### src/rtl/fetch_unit_if.sv
// Fetch-stage bus: control from decode/execute, instruction memory
// port, and the IF/ID register outputs consumed by decode.
interface fetch_unit_if;
    logic        stall;
    logic        redirect;
    logic [15:0] redirectPC;
    logic        hlt;
    logic [15:0] iAddr;
    logic        iRdEn;
    logic [15:0] iData;
    logic [15:0] instr;
    logic        instrValid;
    logic [15:0] pcPlus1;
    logic        halted;

    modport master (
        input  stall, redirect, redirectPC, hlt, iData,
        output iAddr, iRdEn, instr, instrValid, pcPlus1, halted
    );

    modport slave (
        output stall, redirect, redirectPC, hlt, iData,
        input  iAddr, iRdEn, instr, instrValid, pcPlus1, halted
    );
endinterface

### src/rtl/fetch_unit.sv
// Instruction fetch stage: PC, instruction-memory address, IF/ID register.
// Optional performance counters enabled by macro FETCH_PERF_CNT_EN.
module fetch_unit #(
    parameter logic [15:0] RESET_PC  = 16'h0000,
    parameter logic [15:0] NOP_INSTR = 16'h0000
) (
    input  logic        clk,
    input  logic        rst,
`ifdef FETCH_PERF_CNT_EN
    output logic [15:0] fetchCnt,
    output logic [15:0] bubbleCnt,
`endif
    fetch_unit_if.master bus
);

    typedef enum logic {RUN, HALTED} state_t;

    state_t      state_q, state_d;
    logic [15:0] pc_q, pc_d;
    logic [15:0] instr_q, instr_d;
    logic        valid_q, valid_d;
    logic [15:0] pcp1_q, pcp1_d;
    logic        fetch_ev;
    logic        bubble_ev;

    // Next-state: redirect beats halt beats stall beats normal fetch
    always_comb begin
        state_d   = state_q;
        pc_d      = pc_q;
        instr_d   = instr_q;
        valid_d   = valid_q;
        pcp1_d    = pcp1_q;
        fetch_ev  = 1'b0;
        bubble_ev = 1'b0;
        unique case (state_q)
            RUN: begin
                if (bus.redirect) begin
                    pc_d      = bus.redirectPC;
                    instr_d   = NOP_INSTR;
                    valid_d   = 1'b0;
                    bubble_ev = 1'b1;
                end else if (bus.hlt && valid_q) begin
                    state_d = HALTED;
                    instr_d = NOP_INSTR;
                    valid_d = 1'b0;
                end else if (!bus.stall) begin
                    instr_d  = bus.iData;
                    valid_d  = 1'b1;
                    pcp1_d   = pc_q + 16'd1;
                    pc_d     = pc_q + 16'd1;
                    fetch_ev = 1'b1;
                end
            end
            HALTED: begin
                state_d = HALTED;
            end
            default: state_d = RUN;
        endcase
    end

    // State, PC and IF/ID registers with synchronous reset
    always_ff @(posedge clk) begin
        if (rst) begin
            state_q <= RUN;
            pc_q    <= RESET_PC;
            instr_q <= NOP_INSTR;
            valid_q <= 1'b0;
            pcp1_q  <= RESET_PC + 16'd1;
        end else begin
            state_q <= state_d;
            pc_q    <= pc_d;
            instr_q <= instr_d;
            valid_q <= valid_d;
            pcp1_q  <= pcp1_d;
        end
    end

`ifdef FETCH_PERF_CNT_EN
    logic [15:0] fcnt_q, fcnt_d;
    logic [15:0] bcnt_q, bcnt_d;

    // Saturating counters; events only fire in RUN so they freeze in HALTED
    always_comb begin
        fcnt_d = fcnt_q;
        bcnt_d = bcnt_q;
        if (fetch_ev && fcnt_q != 16'hFFFF)
            fcnt_d = fcnt_q + 16'd1;
        if (bubble_ev && bcnt_q != 16'hFFFF)
            bcnt_d = bcnt_q + 16'd1;
    end

    // Counter registers
    always_ff @(posedge clk) begin
        if (rst) begin
            fcnt_q <= 16'h0000;
            bcnt_q <= 16'h0000;
        end else begin
            fcnt_q <= fcnt_d;
            bcnt_q <= bcnt_d;
        end
    end

    assign fetchCnt  = fcnt_q;
    assign bubbleCnt = bcnt_q;
`else
    logic unused_ev;
    assign unused_ev = fetch_ev ^ bubble_ev;
`endif

    assign bus.iAddr      = pc_q;
    assign bus.iRdEn      = (state_q == RUN);
    assign bus.halted     = (state_q == HALTED);
    assign bus.instr      = instr_q;
    assign bus.instrValid = valid_q;
    assign bus.pcPlus1    = pcp1_q;

endmodule

### src/flat_wrapper.sv
// flat-port wrapper written by rule: the top's interface ports become plain ports
module fetch_unit_flat 
#(
    parameter logic [15:0] RESET_PC  = 16'h0000,
    parameter logic [15:0] NOP_INSTR = 16'h0000
)
  (clk, rst, bus_stall, bus_redirect, bus_redirectPC, bus_hlt, bus_iData, bus_iAddr, bus_iRdEn, bus_instr, bus_instrValid, bus_pcPlus1, bus_halted);
  fetch_unit_if bus_i ();
  input  logic clk;
  input  logic rst;
  input wire logic [$bits(bus_i.stall)-1:0] bus_stall;
  input wire logic [$bits(bus_i.redirect)-1:0] bus_redirect;
  input wire logic [$bits(bus_i.redirectPC)-1:0] bus_redirectPC;
  input wire logic [$bits(bus_i.hlt)-1:0] bus_hlt;
  input wire logic [$bits(bus_i.iData)-1:0] bus_iData;
  output wire logic [$bits(bus_i.iAddr)-1:0] bus_iAddr;
  output wire logic [$bits(bus_i.iRdEn)-1:0] bus_iRdEn;
  output wire logic [$bits(bus_i.instr)-1:0] bus_instr;
  output wire logic [$bits(bus_i.instrValid)-1:0] bus_instrValid;
  output wire logic [$bits(bus_i.pcPlus1)-1:0] bus_pcPlus1;
  output wire logic [$bits(bus_i.halted)-1:0] bus_halted;
  assign bus_i.stall = bus_stall;
  assign bus_i.redirect = bus_redirect;
  assign bus_i.redirectPC = bus_redirectPC;
  assign bus_i.hlt = bus_hlt;
  assign bus_i.iData = bus_iData;
  assign bus_iAddr = bus_i.iAddr;
  assign bus_iRdEn = bus_i.iRdEn;
  assign bus_instr = bus_i.instr;
  assign bus_instrValid = bus_i.instrValid;
  assign bus_pcPlus1 = bus_i.pcPlus1;
  assign bus_halted = bus_i.halted;
  fetch_unit #(.RESET_PC(RESET_PC), .NOP_INSTR(NOP_INSTR)) u_core (.clk(clk), .rst(rst), .bus(bus_i));
endmodule
### config.mk
export PLATFORM = sky130hd
export DESIGN_NAME = fetch_unit_flat
export DESIGN_NICKNAME = d
export VERILOG_FILES = /design/src/rtl/fetch_unit_if.sv /design/src/rtl/fetch_unit.sv /design/src/flat_wrapper.sv
export SDC_FILE = /design/constraint.sdc
export NUM_CORES = 1
export LEC_CHECK = 0
export BUFFER_PORTS_ARGS = -buffer_cell sky130_fd_sc_hd__buf_4
export CAP_MARGIN = 40
export CORE_UTILIZATION = 44
export DETAILED_ROUTE_END_ITERATION = 7
export PLACE_DENSITY = 0.82
export SLEW_MARGIN = 40
export SYNTH_ARGS = -nofsm -noshare
export SYNTH_HDL_FRONTEND = slang
export SYNTH_SLANG_ARGS = --single-unit
### constraint.sdc
create_clock -name clk -period 1.8 [get_ports clk]
set_input_delay 0.36 -clock clk [delete_from_list [all_inputs] [get_ports clk]]
set_output_delay 0.36 -clock clk [all_outputs]
set_load 0.02 [all_outputs]
* Yosys cells after proc, flatten, opt, wreduce, memory -nomap -nowiden
Cells that the tools add are included.
** Word-level totals
- Input bits :: 37
- Register bits :: 50
** Operators by class
- Bitwise operators :: 4
- Equality and inequality tests :: 3
- Muxes and demuxes :: 12
- Add/subtract/negate cells :: 1
- Reductions and logical operators :: 4
** Operator list (number)
- two-way mux 16 bit :: 6
- adder 16 x 1 -> 16 bit (second input constant) :: 1
- two-way mux 1 bit :: 5
- inverter 1 bit :: 4
- AND reduction 4 bit :: 1
- != test 3 x 1 -> 1 bit (second input constant) :: 1
- AND reduction 3 bit :: 1
- != test 2 x 1 -> 1 bit (second input constant) :: 1
- != test 2 bit (second input constant) :: 1
- case mux 1 bit (2 select lines) :: 1
- AND reduction 2 bit :: 1
- logical AND 1 bit :: 1

* Depth between registers and ports, before layout
Gate-level depths: netlist of run 1.
- Depth after elaboration :: 4
- Mapped depth :: 6
- Mapped depth without buffers :: 5

* Worst setup path after synthesis of run 1
No wires, ideal clock.
- Path type :: flip-flop to flip-flop
- Start point :: register u_core.pc_q[0], in the netlist u_core.bus.iAddr[0]
- End point :: register u_core.pcp1_q[12], in the netlist u_core.bus.pcPlus1[12]
- Setup time :: 79 ps
- Stages on the path, launching flop included :: 6
- Period minus slack after synthesis :: 1975 ps
- Arrival :: 1896 ps
- Slack :: -175 ps
- Data required time :: 1721 ps
- Cell sequence :: dfxtp_1 ha_1 nand4_2 or4_4 xor2_1 a211oi_2
** On the way
- Cells in the longest elaborated chain, start to end :: 1
** Ends and longest elaborated chain
- start: declaration :: line fetch_unit.sv:19 : logic [15:0] pc_q, pc_d;
- start signal: assignment :: line fetch_unit.sv:71 : pc_q <= pc_d;
- adder 16 x 1 -> 16 bit :: line fetch_unit.sv:49 : pcp1_d = pc_q + 16'd1;
- end signal: assignment :: line fetch_unit.sv:68 : pcp1_q <= RESET_PC + 16'd1;
- end signal: assignment :: line fetch_unit.sv:74 : pcp1_q <= pcp1_d;
- end: declaration :: line fetch_unit.sv:22 : logic [15:0] pcp1_q, pcp1_d;
No other way between the ends.
A chain may end at the register's enable or synchronous reset.

* Worst setup path in the final report of run 1
- Start point :: register u_core.pc_q[5], in the netlist u_core.bus.iAddr[5]
- End point :: register u_core.pcp1_q[11], in the netlist u_core.bus.pcPlus1[11]
The elaborated chain is that of the path after synthesis.

==> results.md, run 1 <==
* Via density at 5.65
* Number of diodes at 0
* Lkg Pwr at approximately 1.4 nW
* Compound-Gate Fraction of Synth Area at a little under a quarter
* Maxcap violations at 0
* Initial Util at approximately 46%
* Worst-path clk slew at 0.09 ns
* Adder-Cell Fraction of Synth Area at 0.519%
* GRT Overall Usage at about 22%
* YS warnings at 0
* Final ANT Viol Nets at 0
* Yosys reg bits at 50
* Core ar. at around 5200 µm²
* # IOs at between 80 and 90
* Crit path max fanout at 8
* Slew Limit Headroom at between 60% and 70%
* Worst hold path class: input pin to register
* Post-Synth XOR/XNOR Area at under 10%
* Min Clock Period, post-route at about 1.7 ns
* Hold Fails Final Rpt at 0
* F_max at between 0.5 and 0.6 GHz
* Layout Utilization at between 60 and 70%
* Startpoint Class: register
* Post-synth EDFFs at 0
* Final period util at a little over nine tenths
* Critical path arrival at slightly below 2 ns
* Drt first pass iters at 4
* Sum Neg Setup Slack at 0 ns
* Routed WL at roughly 6.7 mm
* First-pass GRT wire length at approximately 10 mm
* Die area at between 5000 and 6000 µm²
* Met2 wire length at about 3.2 mm
* Pwr/cell area at between 700 and 800 nW/µm²
* CTS Hold Bufs at 0
* Most common flop cell mapped by yosys: dfxtp_1
* DIE WIDTH at about 76 µm
* Clock buffer count from CTS at 5
* Max VDD drop at 0.418 mV
* TritonCTS clock tree: done
* Ys async rst share at 0%
* Placed Area at approximately 3200 µm²
* Root Buffer: clkbuf_8
* CP max stage delay at between 0.5 and 0.6 ns
* Post-synthesis sequential area ratio at roughly two fifths
* Simple-gate share of the synthesized area at ~24%
* CTS H-tree lvls at 2
* FP Rows at 26
* CTS sink count at 50
* Die Span Y at approximately 76 µm
* Required time of the critical path at 2.01 ns
* Largest net degree at the start of global routing at 37
* Routed via count at approximately 2.5k
* First DRT Iteration DRCs at around 130
* Synthesis-to-layout area growth at 39.4%
* Met1 wire length at approximately 2.9 mm
* Slew Viols, Final at 0
* Power Total at between 2 and 2.5 mW
* Final GP Congestion at about 0.90
* Fillcell total at 464
* Endpoints failing setup at 0
* Post-route cell area at about 3400 µm²
* Kind of critical path: register to register
* Longest Clk Path Bufs at 2
* Post-synth design cell area at between 2000 and 2500 µm²
* Initial antenna violation count at 0
* DR WL met3 at 478 µm
* Status: finished clean
* Largest family of logic cells by synthesized area: simple AND/OR/NAND/NOR gates
* PortBufs at between 80 and 90
* Min Hold Slack at just over 0.3 ns
* Critical Path Slowest Stage Cell: dfxtp_1
* # nets final at about 410
* Dpl hpwl at 4.91 mm
* Gate Count Post-Synth at approximately 280
* DRC at 0
* Least-Margin Pin Slew at 0.521 ns
* Drt wl/cell at 15.0 µm
* Syn nets at about 320
* Skew-Pair Late Insertion Delay at 0.30 ns
* Grt ovf at 0
* CP endpoint kind: register
* Post-synthesis mux area share at under 10%
* DR top layer: met4
* Post-Route Skew at between 0.008 and 0.009 ns
* Post-synth cell types at 47
* Number of global-route vias before repair at between 2k and 2.5k
* Worst path cell trace: nand4_2 > nor3_1 > xnor2_1 > a211oi_1
* Avg Cell Area, Syn at around 8.5 µm²
* Layout cells sized above 1 at 35.3%
sequential cells by signal (all words and copies together), names as in the netlist:
name,count
u_core.bus.iAddr,16
u_core.bus.instrValid,1
u_core.bus.pcPlus1,16
u_core.bus.instr,16
u_core.bus.halted,1
per-stage QoR:
stage / worst slack, ns / cells
after detailed placement: 0.00627 / 439
after floorplan: 0.0458 / 283
after CTS: 0.0147 / 447
after global routing: -0.0146 / 447
final: 0.0644 / 447
after global placement: -0.157 / 439
worst max-delay path: cells and delay by family (launching register included):
kind | cells | cell delay, ns
XOR/XNOR | 1 | 0.11
AND/OR/NAND/NOR | 2 | 0.79
flip-flops | 1 | 0.51
AO/OA/AOI/OAI | 1 | 0.23
cells in the final DEF, fill, tap and decap left out, types with 8 or more instances in the layout:
cell type and count:
a211oi_1 13, a21oi_1 16, a22oi_1 11, a31oi_1 9, buf_4 107, dfxtp_1 47
nand2_1 29, nand3_1 18, nor2_1 39, o21ai_0 8, xnor2_1 10
kinds of logic (layout without fill, tap and decap cells):
logic type	Yosys count	count (layout)
compound gates	79	79
xor+xnor	13	13
fa+ha+maj	1	1
buf+inv	26	120
flops	50	50
mux	3	3
simple gates	111	111
Yosys cell counts (all sizes together) (2+ instances only):
cell    number  share of area (%)
dfxtp       50                 42
nor2        39                6.1
nand2       29                4.5
nand3       19                4.2
a21oi       17                3.7
a211oi      14                4.6
buf         14                3.0
a22oi       11                3.4
xnor2       10                3.6
a31oi        9                2.3
o21ai        9                2.0
clkbuf       8                1.3
nor3         5                1.0
a32o         4                1.7
inv          4               0.62
nand4        4                2.2
o41ai        4                1.5
a211o        3                1.1
mux2i        3                1.2
nor4         3                2.3
xor2         3                1.1
and3         2               0.52
nand2b       2               0.52
nand3b       2               0.62
nor2b        2               0.52
o31ai        2               0.62
final timing paths:
path / startpoint / endpoint / slack [ns] / cells past startpoint
worst min-delay path: bus_iData[13] / u_core.bus.instr[13] / 0.31 / 3
worst min register to register: u_core.bus.instr[15] / u_core.bus.instr[15] / 0.46 / 2
worst max register to register: u_core.bus.iAddr[5] / u_core.bus.pcPlus1[11] / 0.06 / 4
worst max-delay path: u_core.bus.iAddr[5] / u_core.bus.pcPlus1[11] / 0.06 / 4
where the power goes:
group          internal (mW)  total [mW]  leakage (nW)  switching [mW]
clock                  0.275       0.645        0.0452           0.370
combinational          0.258       0.555         0.966           0.297
sequential              1.17        1.24         0.411          0.0698
total                   1.70        2.44          1.42           0.737
final cells by class:
class	instances	area [µm²]	area share, %
sequential	50	1000	29.9
clock inverter	2	13.8	0.410
inverter	4	15.0	0.447
tap	70	87.6	2.61
timing repair buffer	108	823	24.5
multi-input combinational	207	1340	39.9
clock buffer	6	72.6	2.16
per-layer routing:
metal	global-route usage, %	vias up
li1	-	1217
met1	31.1	1182
met2	36.0	115
met3	3.83	12
met4	4.81	0
met5	0	-
timing repair:
item,CTS,global route
gates resized for setup,1,5
pin swaps,0,0
setup buffers,0,0
endpoints found under the setup margin,2,7
(Power assumes the default switching activity.)
==> run 2, diff against run 1 <==
--- a/config.mk
+++ b/config.mk
@@ -5,11 +5,12 @@
 export SDC_FILE = /design/constraint.sdc
 export NUM_CORES = 1
 export LEC_CHECK = 0
+export ABC_AREA = 1
 export BUFFER_PORTS_ARGS = -buffer_cell sky130_fd_sc_hd__buf_4
 export CAP_MARGIN = 40
 export CORE_UTILIZATION = 44
 export DETAILED_ROUTE_END_ITERATION = 7
-export PLACE_DENSITY = 0.82
+export PLACE_DENSITY = 0.83
 export SLEW_MARGIN = 40
 export SYNTH_ARGS = -nofsm -noshare
 export SYNTH_HDL_FRONTEND = slang
==> results.md, run 2 <==
* Flop2flop setup slack at 0.21 ns (was 0.06 ns)
* Die Span Y at 75.1 µm (was 76.0 µm)
* Switching share of power at 30.4% (was 30.2%)
* RSZ-0062 raised after global routing: no
* Reg2reg path depth at 6 (was 4)
* Critical path arrival at 1.83 ns (was 1.95 ns)
* Most common flop cell mapped by yosys: dfxtp_1 (unchanged)
* Synth area leaders: dfxtp_1 43%, nand2_1 15%, a21oi_1 11%, inv_1 6.2%, nand3_1 4.7% (was dfxtp_1 42%, nor2_1 6.1%, nand2_1 4.5%, a211oi_1 4.0%, nand3_1 3.7%)
* Slew Viols, Final at 0 (unchanged)
* P_sw at 0.821 mW (was 0.737 mW)
* Worst path cell trace: ha_1 > nand3_1 > nor2_1 > xor2_1 > nand2_1 > a21oi_1 (was nand4_2 > nor3_1 > xnor2_1 > a211oi_1)
* Fillcell total at 500 (was 464)
* Drt wl/cell at 12.0 µm (was 15.0 µm)
* Min Hold Slack at 0.308 ns (was 0.309 ns)
* Clock power share at 29.1% (was 26.4%)
* Kind of critical path: register to register (unchanged)
* Post-synthesis sequential area ratio at 42.6% (was 41.5%)
* Initial antenna violation count at 0 (unchanged)
* Post-route insts no fill at 500 (was 447)
* Status: finished clean (unchanged)
* CP endpoint kind: register (unchanged)
* Required time of the critical path at 2.05 ns (was 2.01 ns)
* Hold Fails Final Rpt at 0 (unchanged)
* Worst-path clk slew at 0.09 ns (about the same)
* Post-synth cell types at 24 (was 47)
* Synth area leader: dfxtp_1 (unchanged)
* Avg Cell Area, Syn at 6.82 µm² (was 8.52 µm²)
* Endpoints failing setup at 0 (unchanged)
* Worst hold path class: input pin to register (unchanged)
* Grt ovf at 0 (unchanged)
* Post-synth top area share at 42.6% (was 41.5%)
* Ys async rst share at 0% (unchanged)
* Drt first pass iters at 4 (unchanged)
* Proportion of power drawn by combinational gates at 23.7% (was 22.7%)
* First-pass GRT wire length at 9.47 mm (was 10.5 mm)
* Least-Margin Pin Slew at 0.541 ns (was 0.521 ns)
* CP delay by family, top: simple AND/OR/NAND/NOR gates (unchanged)
* Reg-to-reg critical path endpoint: u_core.bus.iAddr[6] (was u_core.bus.pcPlus1[11])
* Worst Setup EP: u_core.bus.iAddr[6] (was u_core.bus.pcPlus1[11])
* Routed via count at 2495 (was 2526)
* F_max at 0.631 GHz (was 0.576 GHz)
* CP max stage delay at 0.41 ns (was 0.51 ns)
* Most common cell after layout, fill and taps aside: nand2_1 (was buf_4)
* Gate Count Post-Synth at 345 (was 283)
* Worst path depth at 6 (was 4)
* Yosys reg bits at 50 (unchanged)
* DP Worst Slack at 0.0289 ns (was 0.00627 ns)
* Startpoint Class: register (unchanged)
* Syn nets at 383 (was 321)
* CTS H-tree lvls at 2 (unchanged)
* Slew Limit Headroom at 63.9% (was 65.3%)
* Root Buffer: clkbuf_8 (unchanged)
* Sum Neg Setup Slack at 0 ns (unchanged)
* Lkg Pwr at 1.55 nW (was 1.42 nW)
* Commonest cells post-synth: 93 x nand2_1, 50 x a21oi_1, 50 x dfxtp_1 (was 50 x dfxtp_1, 39 x nor2_1, 29 x nand2_1)
* Crit path max fanout at 5 (was 8)
* Count leader, synth: nand2_1 (was dfxtp_1)
* Number of global-route vias before repair at 2149 (was 2156)
* Core ar. at 5140 µm² (was 5200 µm²)
* Dpl hpwl at 4.42 mm (was 4.91 mm)
* Worst Path Buf+Inv at 0 (unchanged)
* Initial Util at 45.8% (was 46.3%)
* # nets final at 467 (was 414)
* Maxcap violations at 0 (unchanged)
* Cell Count Post-Placement at 492 (was 439)
* CTS Hold Bufs at 0 (unchanged)
* DRC at 0 (unchanged)
* Final period util at 88.1% (was 96.4%)
* Internal at 1.88 mW (was 1.70 mW)
* Longest Clk Path Bufs at 2 (unchanged)
* Worst Slack Setup Final at 0.215 ns (was 0.0644 ns)
* Final GP Congestion at 0.875 (was 0.905)
* CTS sink count at 50 (unchanged)
* Sequential share of power at 47.3% (was 50.9%)
* Commonest non-fill, non-tap cells in the layout: 93 x nand2_1, 92 x buf_4, 50 x a21oi_1, 50 x dfxtp_1, 39 x inv_1 (was 107 x buf_4, 47 x dfxtp_1, 39 x nor2_1)
* Routed WL at 6.01 mm (was 6.70 mm)
* Min Clock Period, post-route at 1.59 ns (was 1.74 ns)
* Via density at 4.99 (was 5.65)
* CP Launch Point: u_core.bus.iAddr[1] (was u_core.bus.iAddr[5])
* Layout cells sized above 1 at 25.1% (was 35.3%)
* Final ANT Viol Nets at 0 (unchanged)
* First DRT Iteration DRCs at 181 (was 134)
* Layout Utilization at 61.6% (was 64.5%)
* GRT Overall Usage at 22.2% (about the same)
* TritonCTS clock tree: done (unchanged)
* R2r startpoint: u_core.bus.iAddr[1] (was u_core.bus.iAddr[5])
* Max VDD drop at 0.365 mV (was 0.418 mV)
* DIE WIDTH at 75.1 µm (was 76.0 µm)
* Area of the multi-input gates at 1110 µm² (was 1340 µm²)
* Largest net degree at the start of global routing at 32 (was 37)
* Clock buffer count from CTS at 5 (unchanged)
* Synthesis-to-layout area growth at 34.6% (was 39.4%)
* # IOs at 88 (unchanged)
* Post-synth EDFFs at 0 (unchanged)
* FP Rows at 26 (unchanged)
* Post-synth design cell area at 2350 µm² (was 2410 µm²)
* Pwr/cell area at 852 nW/µm² (was 727 nW/µm²)
* Post-Route Skew at 0.00844 ns (was 0.00870 ns)
* Number of diodes at 0 (unchanged)
* Die area at 5640 µm² (was 5780 µm²)
* Post-CTS Setup Inserts at 0 (unchanged)
* PortBufs at 87 (unchanged)
* YS warnings at 0 (unchanged)
* Critical Path Slowest Stage Cell: dfxtp_1 (unchanged)
* Skew-Pair Late Insertion Delay at 0.31 ns (was 0.30 ns)
* Register area at 1000 µm² (about the same)
-- run 2: changes by cell type in the layout (fill, tap and decap cells not counted), moves of 6 or more --
cell      before  now
a211oi_1      13    0
a21oi_1       16   50
a22oi_1       11    0
a31oi_1        9    0
buf_4        107   92
inv_1          4   39
nand2_1       29   93
nor2_1        39   27
o21ai_0        8   20
o21ai_1        0    6
xnor2_1       10    2
-- run 2: through the flow --
stage | power [mW] | area, µm²
5_1_grt | 2.85 | 3170
4_1_cts | 2.71 | 3160
3_5_place_dp | 1.93 | 3050
6_report | 2.70 | 3170
3_3_place_gp | 1.92 | 3050
2_1_floorplan | 1.66 | 2350
-- run 2: repair_timing --
item                                   in CTS  in global routing
resized for setup                           0                  2
setup endpoints to repair                   0                  9
endpoints found under the hold margin       0                  0
-- run 2: layer usage --
layer	vias up	global-route usage, %	wire [µm]	share of wire, %
met5	-	0	0	0
met3	8	4.55	402	6.7
met2	92	39.1	2830	47
met4	0	7.34	70	1.2
li1	1268	-	-	-
met1	1127	26.9	2710	45
-- run 2: worst min-delay path by stage --
stage	slack (ns)	startpoint	depth (start not counted)	end
after floorplan	0.50	bus_iData[7]	2	u_core.bus.instr[7]
after global placement	0.45	u_core.bus.instr[13]	2	u_core.bus.instr[13]
after detailed placement	0.46	u_core.bus.instr[13]	2	u_core.bus.instr[13]
after CTS	0.30	bus_iData[14]	3	u_core.bus.instr[14]
after global routing	0.30	bus_iData[12]	3	u_core.bus.instr[12]
final	0.31	bus_iData[14]	3	u_core.bus.instr[14]
-- run 2: tightest hold or removal path: cells and delay by family --
kind | cells | cell delay, ns
compound gates | 1 | 0.05
simple gates | 1 | 0.05
buf+inv | 1 | 0.11
-- run 2: cell type report --
cell class / instances / share of cell area [%]
clock buffer: 6 / 2.29
clock inverter: 2 / 1.19
inverter: 43 / 5.18
multi-input combinational: 237 / 35.1
sequential: 50 / 31.6
tap: 70 / 2.77
timing repair buffer: 92 / 21.8
-- run 2: cell families (layout without fill, tap and decap cells) --
family / after synthesis / count (layout) / synth area share [%]
xor+xnor: 7 / 7 / 2.61
fa+ha+maj: 1 / 1 / 0.532
compound gates: 79 / 79 / 17.7
buf+inv: 58 / 143 / 10.2
flops: 50 / 50 / 42.6
simple gates: 150 / 150 / 26.4
-- run 2: power groups by stage --
| stage | clock network, mW | logic, mW | registers, mW |
|---|---|---|---|
| after detailed placement | 0 | 0.635 | 1.30 |
| after floorplan | 0 | 0.271 | 1.39 |
| after global placement | 0 | 0.624 | 1.30 |
| after global routing | 0.856 | 0.704 | 1.29 |
| final | 0.785 | 0.638 | 1.27 |
| after CTS | 0.798 | 0.638 | 1.27 |
